--- config.mk ---
export PLATFORM = sky130hd
export DESIGN_NAME = serial_word_capture_flat
export DESIGN_NICKNAME = d
export VERILOG_FILES = /design/src/rtl/serial_pkg.sv /design/src/rtl/serial_word_capture_if.sv /design/src/rtl/shift_reg_en.sv /design/src/rtl/serial_word_capture.sv /design/src/flat_wrapper.sv
export SDC_FILE = /design/constraint.sdc
export NUM_CORES = 1
export LEC_CHECK = 0
export BUFFER_PORTS_ARGS = -buffer_cell sky130_fd_sc_hd__clkbuf_2
export CAP_MARGIN = 20
export CORE_MARGIN = 5
export CORE_UTILIZATION = 45
export CTS_BUF_LIST = sky130_fd_sc_hd__clkbuf_4 sky130_fd_sc_hd__clkbuf_8
export CTS_CLUSTER_DIAMETER = 150
export CTS_CLUSTER_SIZE = 30
export DETAILED_ROUTE_END_ITERATION = 16
export GPL_TIMING_DRIVEN = 0
export MAX_ROUTING_LAYER = met4
export PLACE_DENSITY = 0.75
export SYNTH_ARGS = -nofsm -noshare
export SYNTH_HDL_FRONTEND = slang
export SYNTH_SLANG_ARGS = --single-unit
--- constraint.sdc ---
create_clock -name clk -period 1.8 [get_ports clk]
set_input_delay 0.36 -clock clk [delete_from_list [all_inputs] [get_ports clk]]
set_output_delay 0.36 -clock clk [all_outputs]
set_load 0.005 [all_outputs]
--- src/rtl/serial_pkg.sv ---
// serial_pkg: types and line levels shared by the serial word capture block.
//   state_t      - capture FSM state, 2-bit encoding IDLE=0 DATA=1 PARITY=2 STOP=3
//   START_LEVEL  - line level of a start bit
//   STOP_LEVEL   - line level of a good stop bit
package serial_pkg;

  typedef enum logic [1:0] {
    IDLE   = 2'd0,
    DATA   = 2'd1,
    PARITY = 2'd2,
    STOP   = 2'd3
  } state_t;

  localparam logic START_LEVEL = 1'b0;
  localparam logic STOP_LEVEL  = 1'b1;

endpackage

--- src/rtl/serial_word_capture_if.sv ---
// serial_word_capture_if: serial input strobe and one-entry output buffer.
//   din, en      - serial bit and its strobe (din consumed only when en=1)
//   dout         - captured word, held while dout_valid=1
//   dout_valid   - dout holds an unconsumed word
//   dout_ready   - consumer accepts dout
//   parity_err   - status of the held word
//   framing_err  - one-cycle pulse on a bad stop bit
//   overrun      - one-cycle pulse when a good frame is dropped
//
// Handshake: a word transfers on a posedge where dout_valid=1 and dout_ready=1.
// dout_valid never drops without a transfer, dout is stable while dout_valid=1,
// and dout_ready is ignored while dout_valid=0.
interface serial_word_capture_if #(
  parameter int WIDTH = 8
);
  logic             din;
  logic             en;
  logic [WIDTH-1:0] dout;
  logic             dout_valid;
  logic             dout_ready;
  logic             parity_err;
  logic             framing_err;
  logic             overrun;

  modport master (
    output din, en, dout_ready,
    input  dout, dout_valid, parity_err, framing_err, overrun
  );

  modport slave (
    input  din, en, dout_ready,
    output dout, dout_valid, parity_err, framing_err, overrun
  );
endinterface

--- src/rtl/shift_reg_en.sv ---
// shift_reg_en: WIDTH-bit right-shift register with enable.
//   clk, reset - clock and synchronous active-high reset (clears to 0)
//   en_i       - shift when 1
//   d_i        - bit shifted in at the MSB
//   q_o        - register contents; first bit shifted in ends in bit 0
module shift_reg_en #(
  parameter int WIDTH = 8
) (
  input  logic             clk,
  input  logic             reset,
  input  logic             en_i,
  input  logic             d_i,
  output logic [WIDTH-1:0] q_o
);

  logic [WIDTH-1:0] shreg_q;

  always_ff @(posedge clk) begin
    if (reset) begin
      shreg_q <= '0;
    end else if (en_i) begin
      shreg_q <= {d_i, shreg_q[WIDTH-1:1]};
    end
  end

  assign q_o = shreg_q;

endmodule

--- src/rtl/serial_word_capture.sv ---
// serial_word_capture: frames a strobed serial bit stream as
// start / WIDTH data bits (LSB first) / optional even parity / stop and
// presents each good word in a one-entry valid/ready buffer.
//   clk, reset - clock and synchronous active-high reset
//   bus        - serial input and output buffer (slave side)
//   state_dbg  - current FSM state
module serial_word_capture
  import serial_pkg::*;
#(
  parameter int WIDTH     = 8,
  parameter int PARITY_EN = 1
) (
  input  logic                  clk,
  input  logic                  reset,
  serial_word_capture_if.slave  bus,
  output state_t                state_dbg
);

  localparam int CNT_W = $clog2(WIDTH);
  localparam logic [CNT_W-1:0] LAST_CNT = CNT_W'(WIDTH - 1);

  state_t           state_q, state_d;
  logic [CNT_W-1:0] cnt_q, cnt_d;
  logic             pbit_q, pbit_d;
  logic [WIDTH-1:0] dout_q, dout_d;
  logic             valid_q, valid_d;
  logic             perr_q, perr_d;
  logic             ferr_q, ferr_d;
  logic             ovr_q, ovr_d;

  logic             shift_en;
  logic             frame_good;
  logic             frame_bad;
  logic             parity_calc;
  logic [WIDTH-1:0] shreg;

  shift_reg_en #(.WIDTH(WIDTH)) u_shreg (
    .clk   (clk),
    .reset (reset),
    .en_i  (shift_en),
    .d_i   (bus.din),
    .q_o   (shreg)
  );

  // During the stop strobe shreg already holds the full word, so the
  // status can be computed combinationally and loaded alongside it.
  assign parity_calc = (PARITY_EN != 0) ? (^shreg ^ pbit_q) : 1'b0;

  always_ff @(posedge clk) begin
    if (reset) begin
      state_q <= IDLE;
      cnt_q   <= '0;
      pbit_q  <= 1'b0;
      dout_q  <= '0;
      valid_q <= 1'b0;
      perr_q  <= 1'b0;
      ferr_q  <= 1'b0;
      ovr_q   <= 1'b0;
    end else begin
      state_q <= state_d;
      cnt_q   <= cnt_d;
      pbit_q  <= pbit_d;
      dout_q  <= dout_d;
      valid_q <= valid_d;
      perr_q  <= perr_d;
      ferr_q  <= ferr_d;
      ovr_q   <= ovr_d;
    end
  end

  // Frame FSM: every transition needs a strobe.
  always_comb begin
    state_d    = state_q;
    cnt_d      = cnt_q;
    pbit_d     = pbit_q;
    shift_en   = 1'b0;
    frame_good = 1'b0;
    frame_bad  = 1'b0;
    if (bus.en) begin
      case (state_q)
        IDLE: begin
          if (bus.din == START_LEVEL) begin
            state_d = DATA;
            cnt_d   = '0;
          end
        end
        DATA: begin
          shift_en = 1'b1;
          cnt_d    = cnt_q + 1'b1;
          if (cnt_q == LAST_CNT) begin
            state_d = (PARITY_EN != 0) ? PARITY : STOP;
          end
        end
        PARITY: begin
          pbit_d  = bus.din;
          state_d = STOP;
        end
        STOP: begin
          if (bus.din == STOP_LEVEL) frame_good = 1'b1;
          else                       frame_bad  = 1'b1;
          state_d = IDLE;
        end
        default: state_d = IDLE;
      endcase
    end
  end

  // Output buffer: a completing frame may reuse the slot in the same
  // cycle the held word is taken.
  always_comb begin
    dout_d  = dout_q;
    valid_d = valid_q;
    perr_d  = perr_q;
    ferr_d  = frame_bad;
    ovr_d   = 1'b0;
    if (valid_q && bus.dout_ready) begin
      valid_d = 1'b0;
    end
    if (frame_good) begin
      if (!valid_q || bus.dout_ready) begin
        dout_d  = shreg;
        perr_d  = parity_calc;
        valid_d = 1'b1;
      end else begin
        ovr_d = 1'b1;
      end
    end
  end

  assign bus.dout        = dout_q;
  assign bus.dout_valid  = valid_q;
  assign bus.parity_err  = perr_q;
  assign bus.framing_err = ferr_q;
  assign bus.overrun     = ovr_q;
  assign state_dbg       = state_q;

endmodule

--- src/flat_wrapper.sv ---
// flat-port wrapper written by rule: the top's interface ports become plain ports
module serial_word_capture_flat import serial_pkg::*;
#(
  parameter int WIDTH     = 8,
  parameter int PARITY_EN = 1
)
  (clk, reset, state_dbg, bus_din, bus_en, bus_dout_ready, bus_dout, bus_dout_valid, bus_parity_err, bus_framing_err, bus_overrun);
  serial_word_capture_if #(.WIDTH(WIDTH)) bus_i ();
  input  logic clk;
  input  logic reset;
  output state_t state_dbg;
  input wire logic [$bits(bus_i.din)-1:0] bus_din;
  input wire logic [$bits(bus_i.en)-1:0] bus_en;
  input wire logic [$bits(bus_i.dout_ready)-1:0] bus_dout_ready;
  output wire logic [$bits(bus_i.dout)-1:0] bus_dout;
  output wire logic [$bits(bus_i.dout_valid)-1:0] bus_dout_valid;
  output wire logic [$bits(bus_i.parity_err)-1:0] bus_parity_err;
  output wire logic [$bits(bus_i.framing_err)-1:0] bus_framing_err;
  output wire logic [$bits(bus_i.overrun)-1:0] bus_overrun;
  assign bus_i.din = bus_din;
  assign bus_i.en = bus_en;
  assign bus_i.dout_ready = bus_dout_ready;
  assign bus_dout = bus_i.dout;
  assign bus_dout_valid = bus_i.dout_valid;
  assign bus_parity_err = bus_i.parity_err;
  assign bus_framing_err = bus_i.framing_err;
  assign bus_overrun = bus_i.overrun;
  serial_word_capture #(.WIDTH(WIDTH), .PARITY_EN(PARITY_EN)) u_core (.clk(clk), .reset(reset), .bus(bus_i), .state_dbg(state_dbg));
endmodule
=== After elaboration in Yosys (flattened, before gate mapping) ===
Index checks and enable logic that the tools add are counted.

* Memories: 0
* Bits in registers: 26
* Logic and storage cells: 47
* ROM bits: 0
* Bits of input ports: 5
* Output and inout port bits: 14
* Memory bits (writable): 0
* Bits in latches: 0

* Add/sub/neg operators: 1
* Reduce and logical (&&, ||, !) cells: 12
* Mux-type cells: 15
* Magnitude comparators: 0
* Eq/ne operators: 6
* Div/mod/pow operators: 0
* Multipliers: 0
* Shifts and indexed selects: 0
* Bitwise operators: 4

{| class="wikitable"
|+ Operators with widths
! operator !! number
|-
| 1-bit 2-to-1 mux || 10
|-
| 2-bit one-hot mux with 4 select lines || 1
|-
| 8-bit XOR reduction || 1
|-
| 3-bit one-hot mux with 2 select lines || 1
|-
| 3-bit AND reduction || 2
|-
| 2-bit equality test (second input constant) || 2
|-
| 2-bit 2-to-1 mux || 2
|-
| 2-bit AND reduction || 2
|-
| 3-bit by 1-bit adder with 3-bit output (second input constant) || 1
|-
| 3-bit equality test (second input constant) || 1
|-
| 3-bit 2-to-1 mux || 1
|-
| 1-bit NOT || 3
|-
| 3-bit OR reduction || 1
|-
| 2-bit by 1-bit equality test with 1-bit output (second input constant) || 1
|-
| 2-bit zero test || 1
|-
| 2-bit by 1-bit != test with 1-bit output (second input constant) || 1
|-
| 2-bit != test (second input constant) || 1
|-
| 2-bit nonzero test || 1
|-
| 2-bit OR reduction || 1
|-
| 1-bit logical AND || 1
|-
| 1-bit zero test || 1
|-
| 1-bit logical OR || 1
|-
| 1-bit XOR || 1
|}

=== Logic depth before layout (Yosys ltp) ===
Gate-level depths: netlist of the first run.

* Depth in word-level cells: 5
* Depth in mapped cells: 6

=== Hierarchy ===
From an unflattened synthesis of the first run, not the netlist that was laid out.

* Cell total of the unflattened synthesis: 110
* Area total of the unflattened synthesis: 1,142.3 µm²

{| class="wikitable"
|+ By module, submodules not included
! module !! cells each !! instances !! seq. area each (µm²) !! area an instance (µm²)
|-
| serial_word_capture || 84 || 1 || 360.3 || 857.1
|-
| shift_reg_en || 26 || 1 || 160.2 || 285.3
|}

=== Worst setup path after synthesis of the first run ===
No wires, ideal clock.

* Kind: reg2reg
* Start point: register u_core.state_q[0] (netlist: u_core.state_dbg[0])
* End point: register u_core.state_q[0] (netlist: u_core.state_dbg[0])
* Buffers on the path: 0
* Required time: 1.665 ns
* Arrival: 1.246 ns
* Setup slack: 0.419 ns
* Library setup time: 0.135 ns
* Stages on the path, launching flop included: 7
* Path through: dfxtp_1 -> inv_1 -> ha_1 -> a21boi_2 -> o21ai_0 -> nor3_1 -> a211oi_1

* Cells in the longest elaborated chain, start to end: 3

{| class="wikitable"
|+ Ends and longest elaborated chain
! what !! line !! source
|-
| from (decl) || serial_word_capture.sv:22 || <nowiki>state_t state_q, state_d;</nowiki>
|-
| from (signal assigned) || serial_word_capture.sv:60 || <nowiki>state_q <= state_d;</nowiki>
|-
| 2-bit by 1-bit equality test with 1-bit output / 2-bit zero test (equally long branches) || serial_word_capture.sv:80 || <nowiki>case (state_q)</nowiki>
|-
| 2-bit by 1-bit != test with 1-bit output (no source line) / 2-bit != test (equally long branches) || -- ||
|-
| 3-bit AND reduction (no source line) || -- ||
|}

Several ways; a longest one is shown, not always the timed one.
A chain may end at the register's enable or synchronous reset.

=== Final worst setup path of the first run ===
Same ends and word-level chain as after synthesis.

==> flow_results.org, run 1 <==
** Clocking
- Hold-fix buffers at CTS :: 0
- # resized after CTS :: 0
- At the later pin of the worst-skew pair, clock insertion delay measures 0.32 ns.
- Clock tree synthesis found a total of 26 sinks.
- No sink is reached through more buffers than the 2 on the longest clock path.
- In this run the clock root is driven by a sky130_fd_sc_hd__clkbuf_4.
- TritonCTS built the clock tree.
- Post-CTS Setup Bufs :: 0
- Depth of the CTS H-tree :: 1
- Buffers inserted during clock tree synthesis total 3.
- Clock-pin slew was measured on the worst setup and hold paths at 0.13 ns.

** Power
- The internal power of the cells totals 0.838 mW.
- VDD sags by at most 0.000574 V.
- Power spread over the standard cell area amounts to 830 mW/mm².
- Switching share of power :: 22.0%
- The share of total power dissipated in combinational logic is 8.2%.
- Summed over all nets, the switching power comes to 0.236 mW.
- Final Power :: 1.07 mW
- Per report_power, the clock group accounts for 36.8% of the total.
- Static leakage :: 0.508 nW
- Sequential fraction of design power :: 55.0%

** Critical path
- Critical path data required time :: 2.00 ns
- WP data arrival :: 1.80 ns
- The critical path is of the reg2reg type.
- Traced cell by cell, the critical path runs through inv_1 -> ha_1 -> a21boi_2 -> o21ai_0 -> nor3_1 -> a211oi_1.
- Highest net fanout along the worst path :: 5
- Max stage delay cell, worst path :: sky130_fd_sc_hd__dfxtp_1
- For this run, the slowest stage of the critical path takes 0.41 ns.
- Capturing element type of the critical path :: register
- Sort of element at the start of the critical path :: register

** Timing
- Final worst slack :: 0.199 ns
- Clock skew on the completed layout was measured at 0.00834 ns.
- Minimum clock period :: 1.60 ns
- For the pin with the worst max-slew slack, the measured transition is 0.472 ns.
- Of the available clock period, the critical path in the final layout requires 88.9%.
- Adding up every negative setup slack in the final design gives 0 ns.
- Final Setup Violations :: 0
- Worst hold slack :: 0.298 ns
- Setup repair after global routing missed its margin :: false
- Max-slew violation count :: 0
- The worst pin sits at a relative slew slack of 68.2%.
- The count of endpoints failing hold in the final timing report is 0.
- Maximum achievable frequency :: 625 MHz

** Yosys
- The top cell type by area accounts for 46.5% of the synthesized area.
- Mapped Area :: 0.00112 mm²
- Count of distinct cell types in the synthesized netlist :: 23
- Commonest register cell after synthesis :: sky130_fd_sc_hd__dfxtp_1
- For this run, the number of Yosys warnings is 0.
- Top-count cell post-synth :: sky130_fd_sc_hd__dfxtp_1
- Most used standard cells in the synthesized netlist :: sky130_fd_sc_hd__dfxtp_1 (26), sky130_fd_sc_hd__nand2_1 (14), sky130_fd_sc_hd__a21oi_1 (11), sky130_fd_sc_hd__nor2_1 (11)
- Number of flops mapped to enable cells by yosys :: 0
- The number of nets handed over by synthesis was 131.
- Counting flops with an async set or reset pin after synthesis yields a share of 0%.
- Largest area contributor in the synthesized netlist :: sky130_fd_sc_hd__dfxtp_1
- Share of synthesized area occupied by flip-flops and latches :: 46.5%
- Top cells by area in the synthesized netlist :: sky130_fd_sc_hd__dfxtp_1 (47%), sky130_fd_sc_hd__mux2i_1 (8.1%), sky130_fd_sc_hd__ha_1 (7.8%)
- In this run, synthesis produced a sequential element count of 26.
- The cell count after synthesis came out at 119.
- The average instance in the mapped netlist occupies 9.40 µm².

** Floorplanning
- Starting Density :: 46.0%
- The floorplan step defined a die boundary enclosing 0.00358 mm².
- Number of primary I/O pins :: 19
- The floorplan step defined a core boundary enclosing 0.00243 mm².
- Die Span Y :: 59.9 µm
- In this run the core area contains 18 standard-cell rows.
- From left edge to right edge, the die measures 59.9 µm.

** GRT
- Initial antenna violation count :: 0
- Global-route congestion overflow total :: 0
- Via count of the first global-routing pass :: 840
- The first global-routing pass estimated 3480 µm of wire.
- In the global route stage, overall resource usage came out at 13.2%.
- Entering global routing, the biggest net connects 16 pins.

** Drt
- Before antenna repair, the detailed router went through 4 iterations.
- Detailed Route WL :: 2040 µm
- For this block, the initial DRC count from the detailed router was 32.
- Count of antenna-violating nets left after detailed routing :: 0
- For this run, design rule violations remaining after detail routing come to 0.
- Using the TritonRoute via totals, the vias-per-cell ratio works out to 5.09.
- Wire length per cell :: 12.0 µm
- Via count :: 866

** Min path
- Class of the worst hold path :: in2reg

** Finish
- After the last flow step, the layout net total stands at 153.
- 0 antenna diodes ended up in the layout.
- Synthesis-to-finish area growth :: 15.7%
- Area of all placed cells without fillers :: 0.00129 mm²
- Fraction of final layout cells sized beyond drive strength 1 :: 17.1%

** Placed design
- In this run the tool buffered the top-level ports with 17 buffer cells.
- Cell area after placement :: 0.00124 mm²
- Placed wire-length estimate after detailed placement :: 1520 µm
- Timing analysis after detailed placement gives a worst setup slack of 0.266 ns.
- At the end of routability-driven placement, the weighted congestion stood at 0.715.

** Flow run
- Max Cap Violations :: 0

** Run status
- Status :: completed
## cell families (layout without fill, tap and decap cells)
logic type | after synthesis | in the layout | synth area share [%]
muxes | 9 | 9 | 8.05
buffers and inverters | 8 | 29 | 2.68
DFF | 26 | 26 | 46.5
and+or+nand+nor | 45 | 45 | 19.1
AOI/OAI and AO/OA | 18 | 18 | 9.84
xor gates and xnor gates | 6 | 6 | 5.93
adders and majority gates | 7 | 7 | 7.83
## through the flow
stage	utilization, %	instances
after global routing	53.2	170
after CTS	53.2	170
final	53.2	170
after global placement	51.0	166
after floorplan	-	119
after detailed placement	51.0	166
## final cells by class
cell class / instances / area [µm²]
Sequential cell: 26 / 520
Fill cell: 229 / 1140
Inverter: 3 / 11.3
Clock inverter: 1 / 30.0
Buffer: 5 / 18.8
Timing Repair Buffer: 17 / 85.1
Clock buffer: 3 / 22.5
Tap cell: 30 / 37.5
Multi-Input combinational cell: 85 / 568
## cells in the final DEF (no fill, tap or decap)
master                      count
sky130_fd_sc_hd__dfxtp_1       26
sky130_fd_sc_hd__clkbuf_2      17
sky130_fd_sc_hd__nand2_1       14
sky130_fd_sc_hd__a21oi_1       11
sky130_fd_sc_hd__nor2_1        11
sky130_fd_sc_hd__nand3_1        9
sky130_fd_sc_hd__mux2i_1        9
sky130_fd_sc_hd__ha_1           7
sky130_fd_sc_hd__clkbuf_1       5
sky130_fd_sc_hd__nor3_1         4
sky130_fd_sc_hd__inv_1          3
sky130_fd_sc_hd__xnor2_1        3
sky130_fd_sc_hd__clkbuf_4       3
sky130_fd_sc_hd__nand2b_1       2
sky130_fd_sc_hd__o21ai_0        2
sky130_fd_sc_hd__a32oi_1        2
sky130_fd_sc_hd__xor2_1         2
sky130_fd_sc_hd__nand3b_1       2
sky130_fd_sc_hd__nor2b_1        1
sky130_fd_sc_hd__nand3_2        1
sky130_fd_sc_hd__nor2_4         1
sky130_fd_sc_hd__a21boi_2       1
sky130_fd_sc_hd__xnor3_1        1
sky130_fd_sc_hd__o221ai_1       1
sky130_fd_sc_hd__a211oi_1       1
sky130_fd_sc_hd__bufinv_16      1
## worst paths after layout
kind,slack (ns),from,depth (start not counted),to
max,0.20,u_core.state_dbg[0],6,u_core.state_dbg[0]
min,0.30,bus_din,2,u_core.bus.framing_err
max reg2reg,0.20,u_core.state_dbg[0],6,u_core.state_dbg[0]
min reg2reg,0.49,u_core.pbit_q,2,u_core.pbit_q
## power groups by stage
stage	combinational, mW	sequential [mW]	clock [mW]
2_1_floorplan	0.0604	0.602	0
3_3_place_gp	0.0837	0.602	0
3_5_place_dp	0.0871	0.603	0
4_1_cts	0.0884	0.590	0.401
5_1_grt	0.0979	0.593	0.427
6_report	0.0886	0.590	0.395
## sequential cells by signal (all words and copies together) (netlist names)
| name | count |
|---|---|
| u_core.cnt_q | 3 |
| u_core.bus.overrun | 1 |
| u_core.bus.dout_valid | 1 |
| u_core.bus.parity_err | 1 |
| u_core.state_dbg | 2 |
| u_core.pbit_q | 1 |
| u_core.u_shreg.q_o | 8 |
| u_core.bus.dout | 8 |
| u_core.bus.framing_err | 1 |
## critical path: cells and delay by family (launching register included)
kind                       cells  cell delay (ns)
buffers and inverters          1             0.11
and+or+nand+nor                1             0.21
DFF                            1             0.41
AOI/OAI and AO/OA              3             0.53
adders and majority gates      1             0.23
## routing by layer
layer	track usage, %	vias up	wire [µm]
met5	-	-	0
met1	15.3	404	951
met2	21.5	12	997
li1	-	448	-
met3	1.94	2	63
met4	7.59	0	28
(Power assumes the default switching activity.)
==> inputs of run 2 (changes only) <==
GPL_TIMING_DRIVEN = default   (was 0)
clock period = 1.5 ns   (was 1.8 ns; I/O delays follow)
==> flow_results.org, run 2 (synthesis gave the netlist of run 1 again) <==
** Finish
- Final cell count without fillers :: 174
- In the layout the commonest cells are sky130_fd_sc_hd__dfxtp_1 (25), sky130_fd_sc_hd__clkbuf_2 (18), sky130_fd_sc_hd__nand2_1 (14), sky130_fd_sc_hd__a21oi_1 (11), sky130_fd_sc_hd__nor2_1 (11).
- Leaving out fill and tap cells, the most frequent cell in the layout is sky130_fd_sc_hd__dfxtp_1.
- Relative to the synthesized area, the layout overhead comes to 23.3%.
- The sequential cells in the finished layout cover a total of 524 µm².
- Of the cells placed in the final design, the portion with a size suffix greater than 1 is 26.4%.
- Post-route core utilization :: 56.7%
- Area of all placed cells without fillers :: 0.00138 mm²
- Filler Cells Inserted :: 216
- Area occupied by multi-input gates :: 591 µm²
- # nets final :: 157
- The repair_antennas step left the layout with diodes totalling 0.

** Drt
- For this run, design rule violations remaining after detail routing come to 0.
- Detailed Route WL :: 2080 µm
- Wire length per cell :: 12.0 µm
- Via count :: 891
- After the first detailed-routing iteration, the DRC count stood at 38.
- DRT Pass-1 Iters :: 4
- Vias per cell :: 5.12
- In this run the remaining antenna-violating nets after routing total 0.

** Floorplanning
- Core Footprint :: 0.00243 mm²
- Starting Density :: 46.0%
- Die footprint :: 0.00358 mm²
- From left edge to right edge, the die measures 59.9 µm.
- The die is 59.9 µm tall.
- Std-Cell Rows :: 18
- For this design the top-level I/O count stands at 19.

** GRT
- Wire length of the first global-routing pass :: 3570 µm
- Global-route congestion overflow total :: 0
- Pin count of the biggest net entering global routing :: 17
- Initial antenna violation count :: 0
- For this run, the total global-route usage over all layers was measured as 13.5%.
- The number of global-route vias before repair was 833.

** Timing
- Minimum clock period :: 1.38 ns
- Setup violations remaining at the end of the flow were counted as 0.
- Final worst slack :: 0.117 ns
- The number of slew-limit violations in the final report came to 0.
- In the final timing run, aggregate negative setup slack is 0 ns.
- Clock Skew :: 0.00804 ns
- Transition time at the pin with the least slew margin :: 0.266 ns
- The count of endpoints failing hold in the final timing report is 0.
- Hold is met by 0.244 ns.
- In this run the tightest slew margin relative to its limit is 82.2%.
- The worst path uses 92.2% of the clock period.
- Maximum achievable frequency :: 723 MHz

** Placed design
- Placed wire-length estimate after detailed placement :: 1550 µm
- Counting tap cells, the placed design contains a total of 167 instances.
- The congestion estimate from routability-driven global placement came to 0.734.
- Count of input and output buffers :: 18
- Post-placement setup slack :: -0.0240 ns
- Cell area after placement :: 0.00126 mm²

** Clocking
- For the worst-skew pair, the clock arrives at the later sink with an insertion delay of 0.33 ns.
- Number of CTS-inserted buffers :: 3
- The clock passes through at most 2 buffers.
- Number of sinks on the clock net :: 26
- Hold-fix buffers at CTS :: 0
- Clock transition at the register clock pins on the worst setup and hold paths after CTS :: 0.14 ns
- In this run the clock root is driven by a sky130_fd_sc_hd__clkbuf_4.
- CTS tree :: done
- Depth of the CTS H-tree :: 1

** Run status
- Status :: completed

** Power
- Power per standard cell area :: 965 mW/mm²
- Summed over all cells, the static leakage comes to 0.556 nW.
- Overall power consumption after layout is estimated at 1.33 mW.
- VDD sags by at most 0.000524 V.

** Critical path
- STA classifies the critical path endpoint as a register.
- Data on the critical path arrives at its endpoint at 1.61 ns.
- Sort of element at the start of the critical path :: register
- STA puts the critical path data required time at 1.73 ns.
- Along the worst path, the maximum fanout reaches 5.
- The critical path is of the reg2reg type.

** Flow run
- Max Cap Violations :: 0

** Min path
- Class of the worst hold path :: in2reg
## run 2: changes by cell type in the layout (fill, tap and decap cells not counted), moves of 2 or more
cell / before / now
sky130_fd_sc_hd__clkbuf_1: 5 / 0
sky130_fd_sc_hd__buf_4: 0 / 7
sky130_fd_sc_hd__o21ai_0: 2 / 0
sky130_fd_sc_hd__o21ai_2: 0 / 2
## run 2: final cells by class
class                   count  share of cell area (%)
well taps                  30                    2.72
inverters                   3                   0.817
multi-input cells          85                    42.8
clock buffers               3                    1.63
repair buffers             26                    11.8
clock inverters             1                    2.18
flip-flops and latches     26                    38.0
## run 2: worst max-delay path, cell delays in order, from the launching register on
cell,delay (ns)
sky130_fd_sc_hd__dfxtp_4,0.39
sky130_fd_sc_hd__inv_1,0.09
sky130_fd_sc_hd__ha_1,0.26
sky130_fd_sc_hd__a21boi_4,0.21
sky130_fd_sc_hd__o21ai_2,0.10
sky130_fd_sc_hd__a32oi_1,0.18
sky130_fd_sc_hd__nor2_1,0.05
## run 2: worst paths after layout
check	from	endpoint	slack, ns	depth (start not counted)
hold / removal	bus_din	u_core.bus.framing_err	0.24	2
setup / recovery	u_core.state_dbg[0]	u_core.cnt_q[1]	0.12	6
hold reg to reg	u_core.cnt_q[0]	u_core.cnt_q[0]	0.48	2
setup reg to reg	u_core.state_dbg[0]	u_core.cnt_q[1]	0.12	6
## run 2: routing by layer
metal  vias up  wire length, µm  global-route usage, %
li1        463                -                      -
met1       412              939                   16.0
met2        12             1040                   21.8
met3         4               55                   1.94
met4         0               48                   7.59
met5         -                0                      -
## run 2: what timing repair did
action / CTS / global route
gates resized for setup: 2 / 7
pin swaps: 0 / 3
setup buffers: 0 / 3
setup endpoints to repair: 4 / 14
## run 2: power by group
group	leakage (nW)	total [mW]	switching (mW)	internal (mW)
Clock	0.0279	0.483	0.212	0.270
Combinational	0.318	0.141	0.0806	0.0599
Sequential	0.210	0.708	0.00812	0.700
Total	0.556	1.33	0.301	1.03
